`src/rtl/nec_pkg.sv`:
```
// nec_pkg: shared types and default constants for the NEC IR decoder.
//   nec_state_t  decoder FSM states
//   dir_t        snake direction (UP, DOWN, LEFT, RIGHT)
//   NEC_BITS     data bits per frame
//   DEF_KEY_*    default key words, MSB-first shift order
package nec_pkg;
    typedef enum logic [2:0] {IDLE, LDR_MARK, LDR_SPACE, BIT_MARK, BIT_SPACE, STOP_MARK} nec_state_t;
    typedef enum logic [1:0] {UP, DOWN, LEFT, RIGHT} dir_t;
    localparam int NEC_BITS = 32;
    localparam logic [31:0] DEF_KEY_UP    = 32'h20DF6A95;
    localparam logic [31:0] DEF_KEY_DOWN  = 32'h20DFEA15;
    localparam logic [31:0] DEF_KEY_LEFT  = 32'h20DF1AE5;
    localparam logic [31:0] DEF_KEY_RIGHT = 32'h20DF9A65;
endpackage

```
`src/rtl/nec_if.sv`:
```
// nec_if: decoder-facing bundle.
//   i_ir_signal     demodulated IR line (0 = mark, 1 = space/idle)
//   o_code          last valid frame word
//   o_frame_valid   strobe: new valid frame
//   o_repeat_valid  strobe: accepted repeat code
//   o_frame_error   strobe: malformed frame, timeout or check failure
//   o_direction     held direction
//   o_dir_valid     strobe: direction updated
// master = decoder side, slave = IR source / game side.
interface nec_if;
    logic               i_ir_signal;
    logic [31:0]        o_code;
    logic               o_frame_valid;
    logic               o_repeat_valid;
    logic               o_frame_error;
    nec_pkg::dir_t      o_direction;
    logic               o_dir_valid;
    modport master (input i_ir_signal, output o_code, o_frame_valid, o_repeat_valid, o_frame_error, o_direction, o_dir_valid);
    modport slave (output i_ir_signal, input o_code, o_frame_valid, o_repeat_valid, o_frame_error, o_direction, o_dir_valid);
endinterface

```
`src/rtl/ir_sync_edge.sv`:
```
// ir_sync_edge: 2-flop synchronizer with rise/fall detection on the synced value.
//   i_clk    sample tick
//   i_rst_n  asynchronous active-low reset (flops reset to 1 = idle line)
//   i_d      asynchronous input
//   o_rise   synced value went 0 -> 1
//   o_fall   synced value went 1 -> 0
module ir_sync_edge (
    input  logic i_clk,
    input  logic i_rst_n,
    input  logic i_d,
    output logic o_rise,
    output logic o_fall
);
    // [0],[1]: synchronizer; [2]: previous synced value for edge detection
    logic [2:0] r_sh;
    always_ff @(posedge i_clk or negedge i_rst_n) begin
        if (!i_rst_n) r_sh <= '1;
        else r_sh <= {r_sh[1:0], i_d};
    end
    assign o_rise = r_sh[1] & ~r_sh[2];
    assign o_fall = ~r_sh[1] & r_sh[2];
endmodule

```
`src/rtl/nec_ir_decoder.sv`:
```
// nec_ir_decoder: NEC IR frame decoder mapping four key codes to a held snake direction.
//   i_nec_clk  sample tick (~56 us)
//   i_reset_n  asynchronous active-low reset
//   bus        nec_if.master: IR input, code/direction outputs and strobes
// Optional feature macro NEC_REPEAT_EN: accept repeat codes after a valid frame.
module nec_ir_decoder
    import nec_pkg::*;
#(
    parameter int unsigned LEADER_MARK_MIN  = 144,
    parameter int unsigned SPACE_SPLIT      = 60,
    parameter int unsigned REPEAT_SPACE_MIN = 30,
    parameter int unsigned BIT_THRESH       = 20,
    parameter int unsigned TIMEOUT          = 200,
    parameter int unsigned CNT_W            = 8,
    parameter bit          CHECK_ADDR_INV   = 1'b1,
    parameter logic [31:0] KEY_UP           = DEF_KEY_UP,
    parameter logic [31:0] KEY_DOWN         = DEF_KEY_DOWN,
    parameter logic [31:0] KEY_LEFT         = DEF_KEY_LEFT,
    parameter logic [31:0] KEY_RIGHT        = DEF_KEY_RIGHT
) (
    input  logic i_nec_clk,
    input  logic i_reset_n,
    nec_if.master bus
);
    localparam logic [CNT_W-1:0] L_LDR   = CNT_W'(LEADER_MARK_MIN);
    localparam logic [CNT_W-1:0] L_SPLIT = CNT_W'(SPACE_SPLIT);
    localparam logic [CNT_W-1:0] L_RPT   = CNT_W'(REPEAT_SPACE_MIN);
    localparam logic [CNT_W-1:0] L_BIT   = CNT_W'(BIT_THRESH);
    localparam logic [CNT_W-1:0] L_TO    = CNT_W'(TIMEOUT);
    localparam logic [4:0]       L_LAST  = 5'(NEC_BITS - 1);

    nec_state_t       r_state, w_state_n;
    logic [CNT_W-1:0] r_cnt;
    logic [4:0]       r_bit, w_bit_n;
    logic [31:0]      r_sr, w_sr_n, r_code, w_code_n;
    logic             r_rpt, w_rpt_n;
    dir_t             r_dir, w_dir_n, w_key_dir;
    logic             r_fv, w_fv_n, r_err, w_err_n, r_dv, w_dv_n;
    logic             w_rise, w_fall, w_hit, w_chk_ok;
`ifdef NEC_REPEAT_EN
    logic             r_rv, w_rv_n, r_have, w_have_n;
`endif

    ir_sync_edge u_sync (
        .i_clk   (i_nec_clk),
        .i_rst_n (i_reset_n),
        .i_d     (bus.i_ir_signal),
        .o_rise  (w_rise),
        .o_fall  (w_fall)
    );

    assign w_chk_ok  = (r_sr[15:8] == ~r_sr[7:0]) && (!CHECK_ADDR_INV || (r_sr[31:24] == ~r_sr[23:16]));
    assign w_hit     = r_sr inside {KEY_UP, KEY_DOWN, KEY_LEFT, KEY_RIGHT};
    assign w_key_dir = (r_sr == KEY_DOWN) ? DOWN : (r_sr == KEY_LEFT) ? LEFT : (r_sr == KEY_RIGHT) ? RIGHT : UP;

    always_comb begin
        w_state_n = r_state;
        w_bit_n   = r_bit;
        w_sr_n    = r_sr;
        w_rpt_n   = r_rpt;
        w_code_n  = r_code;
        w_dir_n   = r_dir;
        w_fv_n    = 1'b0;
        w_err_n   = 1'b0;
        w_dv_n    = 1'b0;
`ifdef NEC_REPEAT_EN
        w_rv_n    = 1'b0;
        w_have_n  = r_have;
`endif
        // Timeout outranks any edge arriving in the same tick
        if (r_state != IDLE && r_cnt == L_TO) begin
            w_err_n   = 1'b1;
            w_state_n = IDLE;
        end else begin
            case (r_state)
                IDLE:      if (w_fall) w_state_n = LDR_MARK;
                LDR_MARK:  if (w_rise) w_state_n = (r_cnt >= L_LDR) ? LDR_SPACE : IDLE;
                LDR_SPACE: if (w_fall) begin
                    w_bit_n   = '0;
                    w_rpt_n   = r_cnt < L_SPLIT;
                    w_err_n   = r_cnt < L_RPT;
                    w_state_n = (r_cnt >= L_SPLIT) ? BIT_MARK : (r_cnt >= L_RPT) ? STOP_MARK : IDLE;
                end
                BIT_MARK:  if (w_rise) w_state_n = BIT_SPACE;
                BIT_SPACE: if (w_fall) begin
                    w_sr_n    = {r_sr[30:0], r_cnt >= L_BIT};
                    w_bit_n   = r_bit + 5'd1;
                    w_state_n = (r_bit == L_LAST) ? STOP_MARK : BIT_MARK;
                end
                STOP_MARK: if (w_rise) begin
                    w_state_n = IDLE;
                    if (r_rpt) begin
`ifdef NEC_REPEAT_EN
                        w_rv_n = r_have;
                        w_dv_n = r_have;
`endif
                    end else if (w_chk_ok) begin
                        w_code_n = r_sr;
                        w_fv_n   = 1'b1;
                        w_dv_n   = w_hit;
                        w_dir_n  = w_hit ? w_key_dir : r_dir;
`ifdef NEC_REPEAT_EN
                        w_have_n = 1'b1;
`endif
                    end else begin
                        w_err_n = 1'b1;
                    end
                end
                default:   w_state_n = IDLE;
            endcase
        end
`ifdef NEC_REPEAT_EN
        if (w_err_n) w_have_n = 1'b0;
`endif
    end

    always_ff @(posedge i_nec_clk or negedge i_reset_n) begin
        if (!i_reset_n) begin
            r_state <= IDLE;
            r_cnt   <= '0;
            r_bit   <= '0;
            r_sr    <= '0;
            r_rpt   <= 1'b0;
            r_code  <= '0;
            r_dir   <= UP;
            r_fv    <= 1'b0;
            r_err   <= 1'b0;
            r_dv    <= 1'b0;
`ifdef NEC_REPEAT_EN
            r_rv    <= 1'b0;
            r_have  <= 1'b0;
`endif
        end else begin
            r_state <= w_state_n;
            r_cnt   <= (w_rise || w_fall) ? '0 : (&r_cnt) ? r_cnt : r_cnt + CNT_W'(1);
            r_bit   <= w_bit_n;
            r_sr    <= w_sr_n;
            r_rpt   <= w_rpt_n;
            r_code  <= w_code_n;
            r_dir   <= w_dir_n;
            r_fv    <= w_fv_n;
            r_err   <= w_err_n;
            r_dv    <= w_dv_n;
`ifdef NEC_REPEAT_EN
            r_rv    <= w_rv_n;
            r_have  <= w_have_n;
`endif
        end
    end

    assign bus.o_code        = r_code;
    assign bus.o_frame_valid = r_fv;
    assign bus.o_frame_error = r_err;
    assign bus.o_direction   = r_dir;
    assign bus.o_dir_valid   = r_dv;
`ifdef NEC_REPEAT_EN
    assign bus.o_repeat_valid = r_rv;
`else
    assign bus.o_repeat_valid = 1'b0;
`endif
endmodule

```
`src/flat_wrapper.sv`:
```
// flat-port wrapper written by rule: the top's interface ports become plain ports
module nec_ir_decoder_flat import nec_pkg::*;
#(
    parameter int unsigned LEADER_MARK_MIN  = 144,
    parameter int unsigned SPACE_SPLIT      = 60,
    parameter int unsigned REPEAT_SPACE_MIN = 30,
    parameter int unsigned BIT_THRESH       = 20,
    parameter int unsigned TIMEOUT          = 200,
    parameter int unsigned CNT_W            = 8,
    parameter bit          CHECK_ADDR_INV   = 1'b1,
    parameter logic [31:0] KEY_UP           = DEF_KEY_UP,
    parameter logic [31:0] KEY_DOWN         = DEF_KEY_DOWN,
    parameter logic [31:0] KEY_LEFT         = DEF_KEY_LEFT,
    parameter logic [31:0] KEY_RIGHT        = DEF_KEY_RIGHT
)
  (i_nec_clk, i_reset_n, bus_i_ir_signal, bus_o_code, bus_o_frame_valid, bus_o_repeat_valid, bus_o_frame_error, bus_o_direction, bus_o_dir_valid);
  nec_if bus_i ();
  input  logic i_nec_clk;
  input  logic i_reset_n;
  input wire logic [$bits(bus_i.i_ir_signal)-1:0] bus_i_ir_signal;
  output wire logic [$bits(bus_i.o_code)-1:0] bus_o_code;
  output wire logic [$bits(bus_i.o_frame_valid)-1:0] bus_o_frame_valid;
  output wire logic [$bits(bus_i.o_repeat_valid)-1:0] bus_o_repeat_valid;
  output wire logic [$bits(bus_i.o_frame_error)-1:0] bus_o_frame_error;
  output wire logic [$bits(bus_i.o_direction)-1:0] bus_o_direction;
  output wire logic [$bits(bus_i.o_dir_valid)-1:0] bus_o_dir_valid;
  assign bus_i.i_ir_signal = bus_i_ir_signal;
  assign bus_o_code = bus_i.o_code;
  assign bus_o_frame_valid = bus_i.o_frame_valid;
  assign bus_o_repeat_valid = bus_i.o_repeat_valid;
  assign bus_o_frame_error = bus_i.o_frame_error;
  assign bus_o_direction = bus_i.o_direction;
  assign bus_o_dir_valid = bus_i.o_dir_valid;
  nec_ir_decoder #(.LEADER_MARK_MIN(LEADER_MARK_MIN), .SPACE_SPLIT(SPACE_SPLIT), .REPEAT_SPACE_MIN(REPEAT_SPACE_MIN), .BIT_THRESH(BIT_THRESH), .TIMEOUT(TIMEOUT), .CNT_W(CNT_W), .CHECK_ADDR_INV(CHECK_ADDR_INV), .KEY_UP(KEY_UP), .KEY_DOWN(KEY_DOWN), .KEY_LEFT(KEY_LEFT), .KEY_RIGHT(KEY_RIGHT)) u_core (.i_nec_clk(i_nec_clk), .i_reset_n(i_reset_n), .bus(bus_i));
endmodule
```
`config.mk`:
```
export PLATFORM = sky130hd
export DESIGN_NAME = nec_ir_decoder_flat
export DESIGN_NICKNAME = d
export VERILOG_FILES = /design/src/rtl/nec_pkg.sv /design/src/rtl/nec_if.sv /design/src/rtl/ir_sync_edge.sv /design/src/rtl/nec_ir_decoder.sv /design/src/flat_wrapper.sv
export SDC_FILE = /design/constraint.sdc
export NUM_CORES = 1
export LEC_CHECK = 0
export CAP_MARGIN = 25
export CORE_ASPECT_RATIO = 0.9
export CORE_UTILIZATION = 57
export DETAILED_ROUTE_END_ITERATION = 8
export PLACE_DENSITY = 0.84
export REMOVE_ABC_BUFFERS = 1
export SYNTH_ARGS = -nofsm -noshare
export SYNTH_HDL_FRONTEND = slang
export SYNTH_HIERARCHICAL = 1
export SYNTH_SLANG_ARGS = --single-unit
```
`constraint.sdc`:
```
create_clock -name i_nec_clk -period 2.7 [get_ports i_nec_clk]
set_clock_uncertainty 0.1 [all_clocks]
set_input_delay 0.675 -clock i_nec_clk [delete_from_list [all_inputs] [get_ports i_nec_clk]]
set_output_delay 0.675 -clock i_nec_clk [all_outputs]
set_load 0.01 [all_outputs]
```
==> impl_metrics.csv, run 1 <==
group,metric,value,unit
synth,synthDistinctLibCells,54,
setup_path,r2r-start,"u_core/u_sync/r_sh[1]$_DFF_PN1_",
setup_path,r2r-end,"u_core/bus.o_code[29]$_DFFE_PN0P_",
power,p_sw,649,uW
min_path,hp-class,"in -> async",
sta,tns,0,ns
floorplanning,die-area,7500,um2
status,status,"completed",
synth,yosysWarnings,6,
setup_path,cp_max_fo,32,
placement,gp_congestion,0.873,
synth,synth-seq-area-share,54.7,%
placement,dp_hpwl,4970,um
synth,syn_area_per_cell,12.7,um2
detailed_routing,routed_wl,7480,um
cts,cts-root-buf,"clkbuf_8",
cts,cts.path.max_buffers,2,
power,swShare,24.6,%
layout,drive_gt1_share,26.8,%
setup_path,required,2.84,ns
synth,ys.flop_type,"dfrtp_1",
cts,clk_latency,0.36,ns
power,power_density,554,nW/um2
sta,setup_slack,0.237,ns
detailed_routing,vias,2617,
sta,setup_viol,0,
synth,synthTopCellsByArea,"dfrtp_1 53%, mux2_2 18%, xor2_1 2.6%, dfstp_2 1.9%, xnor2_1 1.9%",
grt,grt_pass1_wl,12600,um
sta,clock.fmax,406,MHz
grt,antenna_found_initial,0,
layout,antennaDiodeCount,0,
synth,ys_ff_latch,89,
cts,postCtsSetupBuffers,0,
setup_path,ff2ff_setup_slack,0.24,ns
setup_path,critPathLaunchType,"register",
grt,overflow,0,
layout,fillers,456,
floorplanning,rows,28,
detailed_routing,ant_nets,0,
cts,ctsResizeCount,0,
setup_path,rr_worst_depth,7,
cts,holdBufCountCts,0,
grt,grt_max_degree,90,
synth,async_flop_share,100,%
placement,numPortBuffers,39,
floorplanning,die_w,91.2,um
detailed_routing,drc,0,
setup_path,crit_path_end_kind,"register",
synth,yosys.area.top_type,"dfrtp_1",
cts,clkTransAtPathRegs,0.08,ns
power,p_comb_share,8.3,%
power,peakVddDrop,0.335,mV
floorplanning,core_area,6760,um2
placement,placed_area,4550,um2
floorplanning,start_util,60.3,%
cts,cts_made_buffers,9,
setup_path,crit_type,"reg -> reg",
cts,htree_num_levels,3,
placement,dp_slack,0.264,ns
detailed_routing,drtIter0Drc,263,
sta,finalCritPeriodShare,91.2,%
sta,post-route-min-period,2.46,ns
synth,synth_commonest_cells,"86 x dfrtp_1, 64 x mux2_2, 20 x nor2_1",
detailed_routing,drt_first_pass_iters,4,
sta,hold_violations,0,
cts,cts_tree,"built",
synth,syn_area,4080,um2
layout,layout.nets,367,
synth,synth.most_common_cell,"dfrtp_1",
power,intPower,1.99,mW
synth,netlist.area_leader.share,52.7,%
floorplanning,io-pin-count,41,
detailed_routing,vias_per_cell,5.75,
detailed_routing,wl_per_cell,16.4,um
layout,design_area,4760,um2
job,maxCapViolCount,0,
power,sequentialPowerShare,54.6,%
sta,slew_violations,0,
cts,cts.sinks,89,
power,power.total,2.64,mW
sta,rsz0062_at_grt,"no",
power,clkPwrFrac,37.1,%
floorplanning,die_h,82.3,um
power,p_leak,2.24,nW
synth,synthCells,321,
grt,track_usage,22.0,%
synth,synth_edf_count,0,
grt,grt_pass1_vias,2463,
layout,area_delta_synth_final,16.6,%
setup_path,crit_arrival,2.61,ns
flip-flops by register name, summed over array words and instances (netlist names):
| name | count |
|---|---|
| u_core/bus.o_code | 32 |
| u_core/bus.o_dir_valid | 1 |
| u_core/bus.o_direction | 2 |
| u_core/bus.o_frame_error | 1 |
| u_core/bus.o_frame_valid | 1 |
| u_core/r_bit | 5 |
| u_core/r_cnt | 8 |
| u_core/r_rpt | 1 |
| u_core/r_sr | 32 |
| u_core/r_state | 3 |
| u_core/u_sync/r_sh | 3 |
per-stage QoR:
step | hold slack (ns) | instances | util [%]
after floorplan | 0.245 | 306 | -
final | 0.227 | 455 | 70.4
after CTS | 0.263 | 455 | 70.4
after global placement | 0.254 | 439 | 67.2
after global routing | 0.268 | 455 | 70.4
after detailed placement | 0.255 | 439 | 67.2
power by group through the flow:
stage / clock, mW / sequential (mW) / combinational (mW)
finish: 0.979 / 1.44 / 0.218
global route: 1.06 / 1.45 / 0.247
CTS: 0.996 / 1.44 / 0.219
detailed placement: 0 / 1.46 / 0.219
global placement: 0 / 1.46 / 0.212
floorplan: 0 / 1.45 / 0.147
how the worst max path moves through the flow:
stage / start / endpoint / cells after the start
6_report: u_core/u_sync/r_sh[1]$_DFF_PN1_ / u_core/bus.o_code[29]$_DFFE_PN0P_ / 7
3_5_place_dp: u_core/u_sync/r_sh[1]$_DFF_PN1_ / u_core/bus.o_code[29]$_DFFE_PN0P_ / 7
2_1_floorplan: u_core/u_sync/r_sh[1]$_DFF_PN1_ / u_core/bus.o_code[0]$_DFFE_PN0P_ / 6
4_1_cts: u_core/u_sync/r_sh[1]$_DFF_PN1_ / u_core/bus.o_code[19]$_DFFE_PN0P_ / 7
5_1_grt: u_core/u_sync/r_sh[1]$_DFF_PN1_ / u_core/bus.o_code[9]$_DFFE_PN0P_ / 7
3_3_place_gp: u_core/u_sync/r_sh[1]$_DFF_PN1_ / u_core/bus.o_code[29]$_DFFE_PN0P_ / 7
cells by family (layout without fill, tap and decap cells):
kind of cell / Yosys count / after routing / share of synthesized area [%]
AND/OR/NAND/NOR: 93 / 93 / 13.9
flip-flops: 89 / 89 / 54.7
multiplexers: 66 / 66 / 18.3
AO/OA/AOI/OAI: 26 / 26 / 4.20
XOR/XNOR: 21 / 21 / 4.51
buffers and inverters: 21 / 65 / 3.07
adder cells (fa/ha/maj): 4 / 4 / 1.23
other: 1 / 1 / 0.0919
layout make-up:
class                   count  area, um2  area share (%)
repair buffers             43        455            9.57
inverters                   6       22.5           0.473
flip-flops and latches     89       2230            46.9
multi-input cells         211       1720            36.2
clock inverters             5       81.3            1.71
well taps                  90        113            2.37
clock buffers              11        131            2.76
cell usage in the layout, fill, tap and decap left out, drive strengths merged, types with 2 or more instances in the layout:
master         synthesis  layout
bufinv                 0       2
and3                   4       4
ha                     4       4
xor2                  12      12
nor3                   8       8
nand2b                 4       4
a21oi                  6       6
dfrtp                 86      86
xnor2                  9       9
nand3                  4       4
or4                    2       2
nor2                  20      20
nor4                   4       4
inv                    6       6
clkinv                 0       2
o22ai                  2       2
dfstp                  3       3
nand4                 13      13
buf                   13       5
mux2                  66      66
clkbuf                 2      11
nor4b                  5       5
or3                    3       3
and2                   3       3
nand2                 13      13
a31oi                  2       2
nor2b                  3       3
clkdlybuf4s50          0      38
o21ai                  7       7
worst max-delay path, stage by stage, from the launching register on:
cell     delay (ns)
dfstp_2        0.54
nor2b_1        0.19
nand2_1        0.13
or3_1          0.40
nor2_1         0.14
and4_1         0.26
buf_12         0.21
mux2_2         0.36
routing by layer:
layer  up-vias  share of wire, %  global-route usage, %
met3         9               4.2                   6.04
met1      1308                49                   31.6
met4         0               1.3                   6.19
met2        70                45                   33.1
li1       1230                 -                      -
met5         -                 0                      0
Power figures use the tool's default switching activity.
==> run 2: changes to the inputs <==
--- a/config.mk
+++ b/config.mk
@@ -6,9 +6,10 @@
 export NUM_CORES = 1
 export LEC_CHECK = 0
 export CAP_MARGIN = 25
-export CORE_ASPECT_RATIO = 0.9
+export CORE_ASPECT_RATIO = 1.4
 export CORE_UTILIZATION = 57
 export DETAILED_ROUTE_END_ITERATION = 8
+export GPL_ROUTABILITY_DRIVEN = 0
 export PLACE_DENSITY = 0.84
 export REMOVE_ABC_BUFFERS = 1
 export SYNTH_ARGS = -nofsm -noshare
==> run 2 against run 1 <==
  * Fmax decreased by 1.3%
  * Global-route usage is 0.84 points higher
  * Clock-buffer cell count rose by 4
  * Critical endpoint is now u_core/bus.o_code[26]$_DFFE_PN0P_
  * Critical path depth stayed put
  * Setup slack worse by 0.032 ns
  * Critical path type unchanged
  * Highest routed layer unchanged
==> impl_metrics.csv, run 2 (same netlist as run 1, synthesis figures left out) <==
group,metric,value,unit
status,status,"completed",
cts,postCtsSetupBuffers,0,
layout,final_cell_mix,"86 x dfrtp_1, 64 x mux2_2, 38 x clkdlybuf4s50_1",
floorplanning,die-area,7510,um2
detailed_routing,drtIter0Drc,127,
sta,clock.fmax,401,MHz
setup_path,r2r-end,"u_core/bus.o_code[26]$_DFFE_PN0P_",
detailed_routing,drt_first_pass_iters,4,
setup_path,cpMaxStageDelayCell,"dfstp_2",
setup_path,ff2ff_setup_slack,0.21,ns
setup_path,max_stage_delay,0.54,ns
sta,tns,0,ns
setup_path,path_cells,"nor2b_1 -> nand2_1 -> or3_1 -> nor2_2 -> and4_1 -> buf_12 -> mux2_2",
cts,cts_tree,"built",
detailed_routing,routed_wl,7860,um
cts,cts_made_buffers,9,
layout,layout.nets,368,
setup_path,cp_max_fo,32,
floorplanning,start_util,58.8,%
setup_path,crit_path_end_kind,"register",
detailed_routing,ant_nets,0,
sta,finalCritPeriodShare,92.4,%
setup_path,required,2.84,ns
grt,grt_max_degree,39,
floorplanning,io-pin-count,41,
grt,track_usage,22.8,%
floorplanning,core_area,6940,um2
cts,cts.sinks,89,
cts,holdBufCountCts,0,
job,maxCapViolCount,0,
min_path,hp-class,"in -> async",
setup_path,critPathLaunchType,"register",
placement,numPortBuffers,39,
cts,cts-root-buf,"clkbuf_8",
cts,htree_num_levels,3,
sta,slew_violations,0,
detailed_routing,wl_per_cell,17.0,um
floorplanning,die_w,73.5,um
power,peakVddDrop,0.427,mV
layout,mostFrequentLayoutCell,"dfrtp_1",
sta,hold_violations,0,
cts,clk_latency,0.36,ns
cts,clkTransAtPathRegs,0.09,ns
floorplanning,rows,36,
sta,post-route-min-period,2.49,ns
grt,overflow,0,
sta,rsz0062_at_grt,"no",
grt,grt_pass1_vias,2648,
layout,area_delta_synth_final,17.0,%
layout,design_area,4780,um2
placement,dp_slack,0.194,ns
setup_path,crit_arrival,2.64,ns
setup_path,r2r-start,"u_core/u_sync/r_sh[1]$_DFF_PN1_",
layout,drive_gt1_share,27.6,%
power,power_density,557,nW/um2
detailed_routing,drc,0,
grt,grt_pass1_wl,12700,um
sta,setup_slack,0.206,ns
detailed_routing,vias_per_cell,5.73,
floorplanning,die_h,102,um
setup_path,crit_type,"reg -> reg",
power,p_leak,2.25,nW
setup_path,rr_worst_depth,7,
layout,fin_util,68.8,%
sta,setup_viol,0,
layout,antennaDiodeCount,0,
grt,antenna_found_initial,0,
cts,ctsResizeCount,0,
placement,dp_hpwl,5550,um
placement,placed_area,4550,um2
cts,cts.path.max_buffers,2,
detailed_routing,vias,2643,
run 2: cell count changes in the layout (fill, tap and decap cells not counted), sizes merged:
| cell | change |
|---|---|
| buf | +1 |
| clkinvlp | -1 |
| clkbuf | +4 |
| bufinv | -1 |
| clkinv | -2 |
run 2: report_power, final:
| part | internal (mW) | switching, mW |
|---|---|---|
| Sequential | 1.37 | 0.0663 |
| Clock | 0.555 | 0.437 |
| Combinational | 0.0913 | 0.137 |
run 2: layer usage:
metal / vias to the layer above / GRT usage, % / wire length (um)
met1: 1347 / 26.6 / 3160
met5: - / 0 / 0
met2: 53 / 39.4 / 4250
met3: 12 / 5.72 / 273
met4: 0 / 10.4 / 177
li1: 1231 / - / -
run 2: worst max-delay path by stage:
stage                                               start                           endpoint  slack, ns  depth (start not counted)
final                     u_core/u_sync/r_sh[1]$_DFF_PN1_  u_core/bus.o_code[26]$_DFFE_PN0P_       0.21                          7
after global routing      u_core/u_sync/r_sh[1]$_DFF_PN1_  u_core/bus.o_code[15]$_DFFE_PN0P_       0.07                          7
after CTS                 u_core/u_sync/r_sh[1]$_DFF_PN1_  u_core/bus.o_code[13]$_DFFE_PN0P_       0.17                          7
after detailed placement  u_core/u_sync/r_sh[1]$_DFF_PN1_  u_core/bus.o_code[11]$_DFFE_PN0P_       0.19                          7
after global placement    u_core/u_sync/r_sh[1]$_DFF_PN1_  u_core/bus.o_code[13]$_DFFE_PN0P_       0.24                          7
after floorplan           u_core/u_sync/r_sh[1]$_DFF_PN1_   u_core/bus.o_code[0]$_DFFE_PN0P_      -0.14                          6
run 2: area by class of cell:
type / count / area [um2]
clock inverters: 1 / 30.0
multi-input cells: 211 / 1730
repair buffers: 44 / 450
fillers: 520 / 2160
inverters: 6 / 22.5
flip-flops and latches: 89 / 2230
well taps: 95 / 119
clock buffers: 15 / 196
run 2: worst max-delay path, delay by kind of cell (launching register included):
family,cells,cell delay (ns)
buf+inv,1,0.22
flops,1,0.54
mux,1,0.36
simple gates,5,1.15
run 2: through the flow:
step	hold slack (ns)	instances	power, mW
finish	0.158	461	2.66
detailed placement	0.256	445	1.69
floorplan	0.245	306	1.60
CTS	0.165	461	2.68
global placement	0.256	445	1.68
global route	0.183	461	2.75
==> run 3: changes to the inputs <==
--- a/config.mk
+++ b/config.mk
@@ -7,10 +7,11 @@
 export LEC_CHECK = 0
 export CAP_MARGIN = 25
 export CORE_ASPECT_RATIO = 1.4
-export CORE_UTILIZATION = 57
+export CORE_UTILIZATION = 59
+export CTS_BUF_LIST = sky130_fd_sc_hd__clkbuf_2
 export DETAILED_ROUTE_END_ITERATION = 8
 export GPL_ROUTABILITY_DRIVEN = 0
-export PLACE_DENSITY = 0.84
+export PLACE_DENSITY = 0.89
 export REMOVE_ABC_BUFFERS = 1
 export SYNTH_ARGS = -nofsm -noshare
 export SYNTH_HDL_FRONTEND = slang
==> run 3 against run 2 <==
  * Clock-buffer cell count down 6
  * Clock power shrank 41%
  * Total power down 15%
  * Setup slack got worse by 0.0036 ns
  * Design area shrank 2.9%
  * Routed wire length is 4.6% lower
  * Sequential share of layout area is 1.4 points higher
  * First-iteration DRC count rose by 58%
  * Non-clock buffer count did not move
  * Fmax decreased by 0.15%
  * Flip-flop and latch count is the same
  * Hold slack better by 0.12 ns
  * Critical path type unchanged
  * Largest cell class unchanged
==> impl_metrics.csv, run 3 (same netlist as run 1, synthesis figures left out) <==
group,metric,value,unit
placement,placed_area,4520,um2
power,clkPwrFrac,26.0,%
grt,grt_pass1_vias,2658,
power,p_comb_share,10.0,%
min_path,whs_path_depth,0,
grt,track_usage,23.1,%
detailed_routing,routed_wl,7500,um
setup_path,critPathBufInv,1,
power,sequentialPowerShare,64.0,%
detailed_routing,drt_first_pass_iters,4,
floorplanning,rows,35,
setup_path,cp_max_fo,14,
layout,area_delta_synth_final,13.7,%
floorplanning,start_util,61.7,%
setup_path,rr_worst_depth,7,
setup_path,critPathLaunchType,"register",
setup_path,path_depth,7,
setup_path,required,3.05,ns
detailed_routing,ant_nets,0,
detailed_routing,vias_per_cell,5.82,
layout,layout.nets,368,
detailed_routing,drc,0,
cts,cts.sinks,89,
min_path,hp-class,"reg -> reg",
setup_path,crit_arrival,2.85,ns
sta,clock.fmax,400,MHz
setup_path,cpMaxStageDelayCell,"dfstp_2",
cts,postCtsSetupBuffers,0,
power,swShare,29.3,%
sta,rsz0062_at_grt,"no",
placement,dp_hpwl,5280,um
setup_path,path_cells,"nor2b_1 -> nand2_1 -> or3_1 -> nor2_2 -> and4_1 -> buf_4 -> mux2_2",
sta,tns,0,ns
layout,antennaDiodeCount,0,
power,power_density,486,nW/um2
layout,regArea,2230,um2
power,intPower,1.60,mW
floorplanning,die-area,7260,um2
sta,hold_violations,0,
floorplanning,die_h,100,um
sta,slew_violations,0,
floorplanning,die_w,72.3,um
layout,fillers,468,
layout,final_cell_mix,"86 x dfrtp_1, 64 x mux2_2, 38 x clkdlybuf4s50_1",
detailed_routing,vias,2667,
cts,htree_num_levels,3,
cts,clk_latency,0.55,ns
layout,fin_util,70.1,%
cts,cts_tree,"built",
layout,multi_input_area,1730,um2
grt,grt_max_degree,72,
layout,stdcell_count,458,
cts,cts.path.max_buffers,2,
grt,antenna_found_initial,0,
power,p_sw,661,uW
setup_path,max_stage_delay,0.59,ns
layout,mostFrequentLayoutCell,"dfrtp_1",
power,power.total,2.26,mW
layout,drive_gt1_share,27.6,%
sta,finalCritPeriodShare,92.5,%
floorplanning,io-pin-count,41,
power,peakVddDrop,0.385,mV
detailed_routing,wl_per_cell,16.4,um
sta,setup_viol,0,
cts,cts-root-buf,"clkbuf_2",
detailed_routing,drtIter0Drc,201,
floorplanning,core_area,6610,um2
grt,grt_pass1_wl,12700,um
power,p_leak,2.19,nW
job,maxCapViolCount,0,
placement,numPortBuffers,39,
setup_path,crit_path_end_kind,"register",
layout,design_area,4640,um2
placement,dp_cells,441,
sta,post-route-min-period,2.50,ns
cts,clkTransAtPathRegs,0.22,ns
setup_path,critPathTopFamily,"simple AND/OR/NAND/NOR gates",
grt,overflow,0,
setup_path,crit_type,"reg -> reg",
status,status,"completed",
cts,cts_made_buffers,9,
==> run 3: changes by cell type in the layout (fill, tap and decap cells not counted), moves of 2 or more <==
cell / before / now
clkinvlp_4: 0 / 3
clkbuf_2: 0 / 9
clkbuf_8: 14 / 0
inv_6: 0 / 2
==> run 3: stage by stage <==
step	setup slack [ns]	hold slack (ns)
2_1_floorplan	-0.136	0.245
3_3_place_gp	0.244	0.258
3_5_place_dp	0.140	0.253
4_1_cts	0.108	0.286
5_1_grt	0.0572	0.291
6_report	0.202	0.282
==> run 3: worst paths after layout <==
path / slack [ns] / startpoint / to
setup / recovery: 0.20 / u_core/u_sync/r_sh[1]$_DFF_PN1_ / u_core/bus.o_code[25]$_DFFE_PN0P_
hold / removal: 0.28 / u_core/u_sync/r_sh[0]$_DFF_PN1_ / u_core/u_sync/r_sh[1]$_DFF_PN1_
setup reg to reg: 0.20 / u_core/u_sync/r_sh[1]$_DFF_PN1_ / u_core/bus.o_code[25]$_DFFE_PN0P_
hold reg to reg: 0.28 / u_core/u_sync/r_sh[0]$_DFF_PN1_ / u_core/u_sync/r_sh[1]$_DFF_PN1_
max in group asynchronous: 1.42 / i_reset_n / u_core/u_sync/r_sh[2]$_DFF_PN1_
min in group asynchronous: 0.41 / i_reset_n / u_core/bus.o_code[6]$_DFFE_PN0P_
==> run 3: power groups by stage <==
stage	Clock [mW]	Sequential (mW)	Combinational (mW)
global placement	0	1.46	0.212
global route	0.663	1.45	0.258
finish	0.586	1.44	0.226
CTS	0.601	1.44	0.224
floorplan	0	1.45	0.147
detailed placement	0	1.46	0.220
==> run 3: final cells by class <==
cell class | instances | share of cell area, %
repair buffers | 44 | 9.58
clock inverters | 7 | 1.16
inverters | 6 | 0.486
clock buffers | 9 | 0.971
flip-flops and latches | 89 | 48.1
multi-input cells | 211 | 37.2
well taps | 92 | 2.48
==> run 3: metal layers <==
| layer | up-vias | global-route usage [%] | wire (um) |
|---|---|---|---|
| met5 | - | 0 | 0 |
| met4 | 0 | 9.20 | 170 |
| met2 | 83 | 39.0 | 3870 |
| met1 | 1333 | 28.8 | 3140 |
| li1 | 1234 | - | - |
| met3 | 17 | 4.92 | 314 |
==> run 3: timing repair <==
item,CTS,global route
hold buffers,1,0
gates resized for setup,0,2
hold endpoints to repair,18,0
setup endpoints to repair,0,18
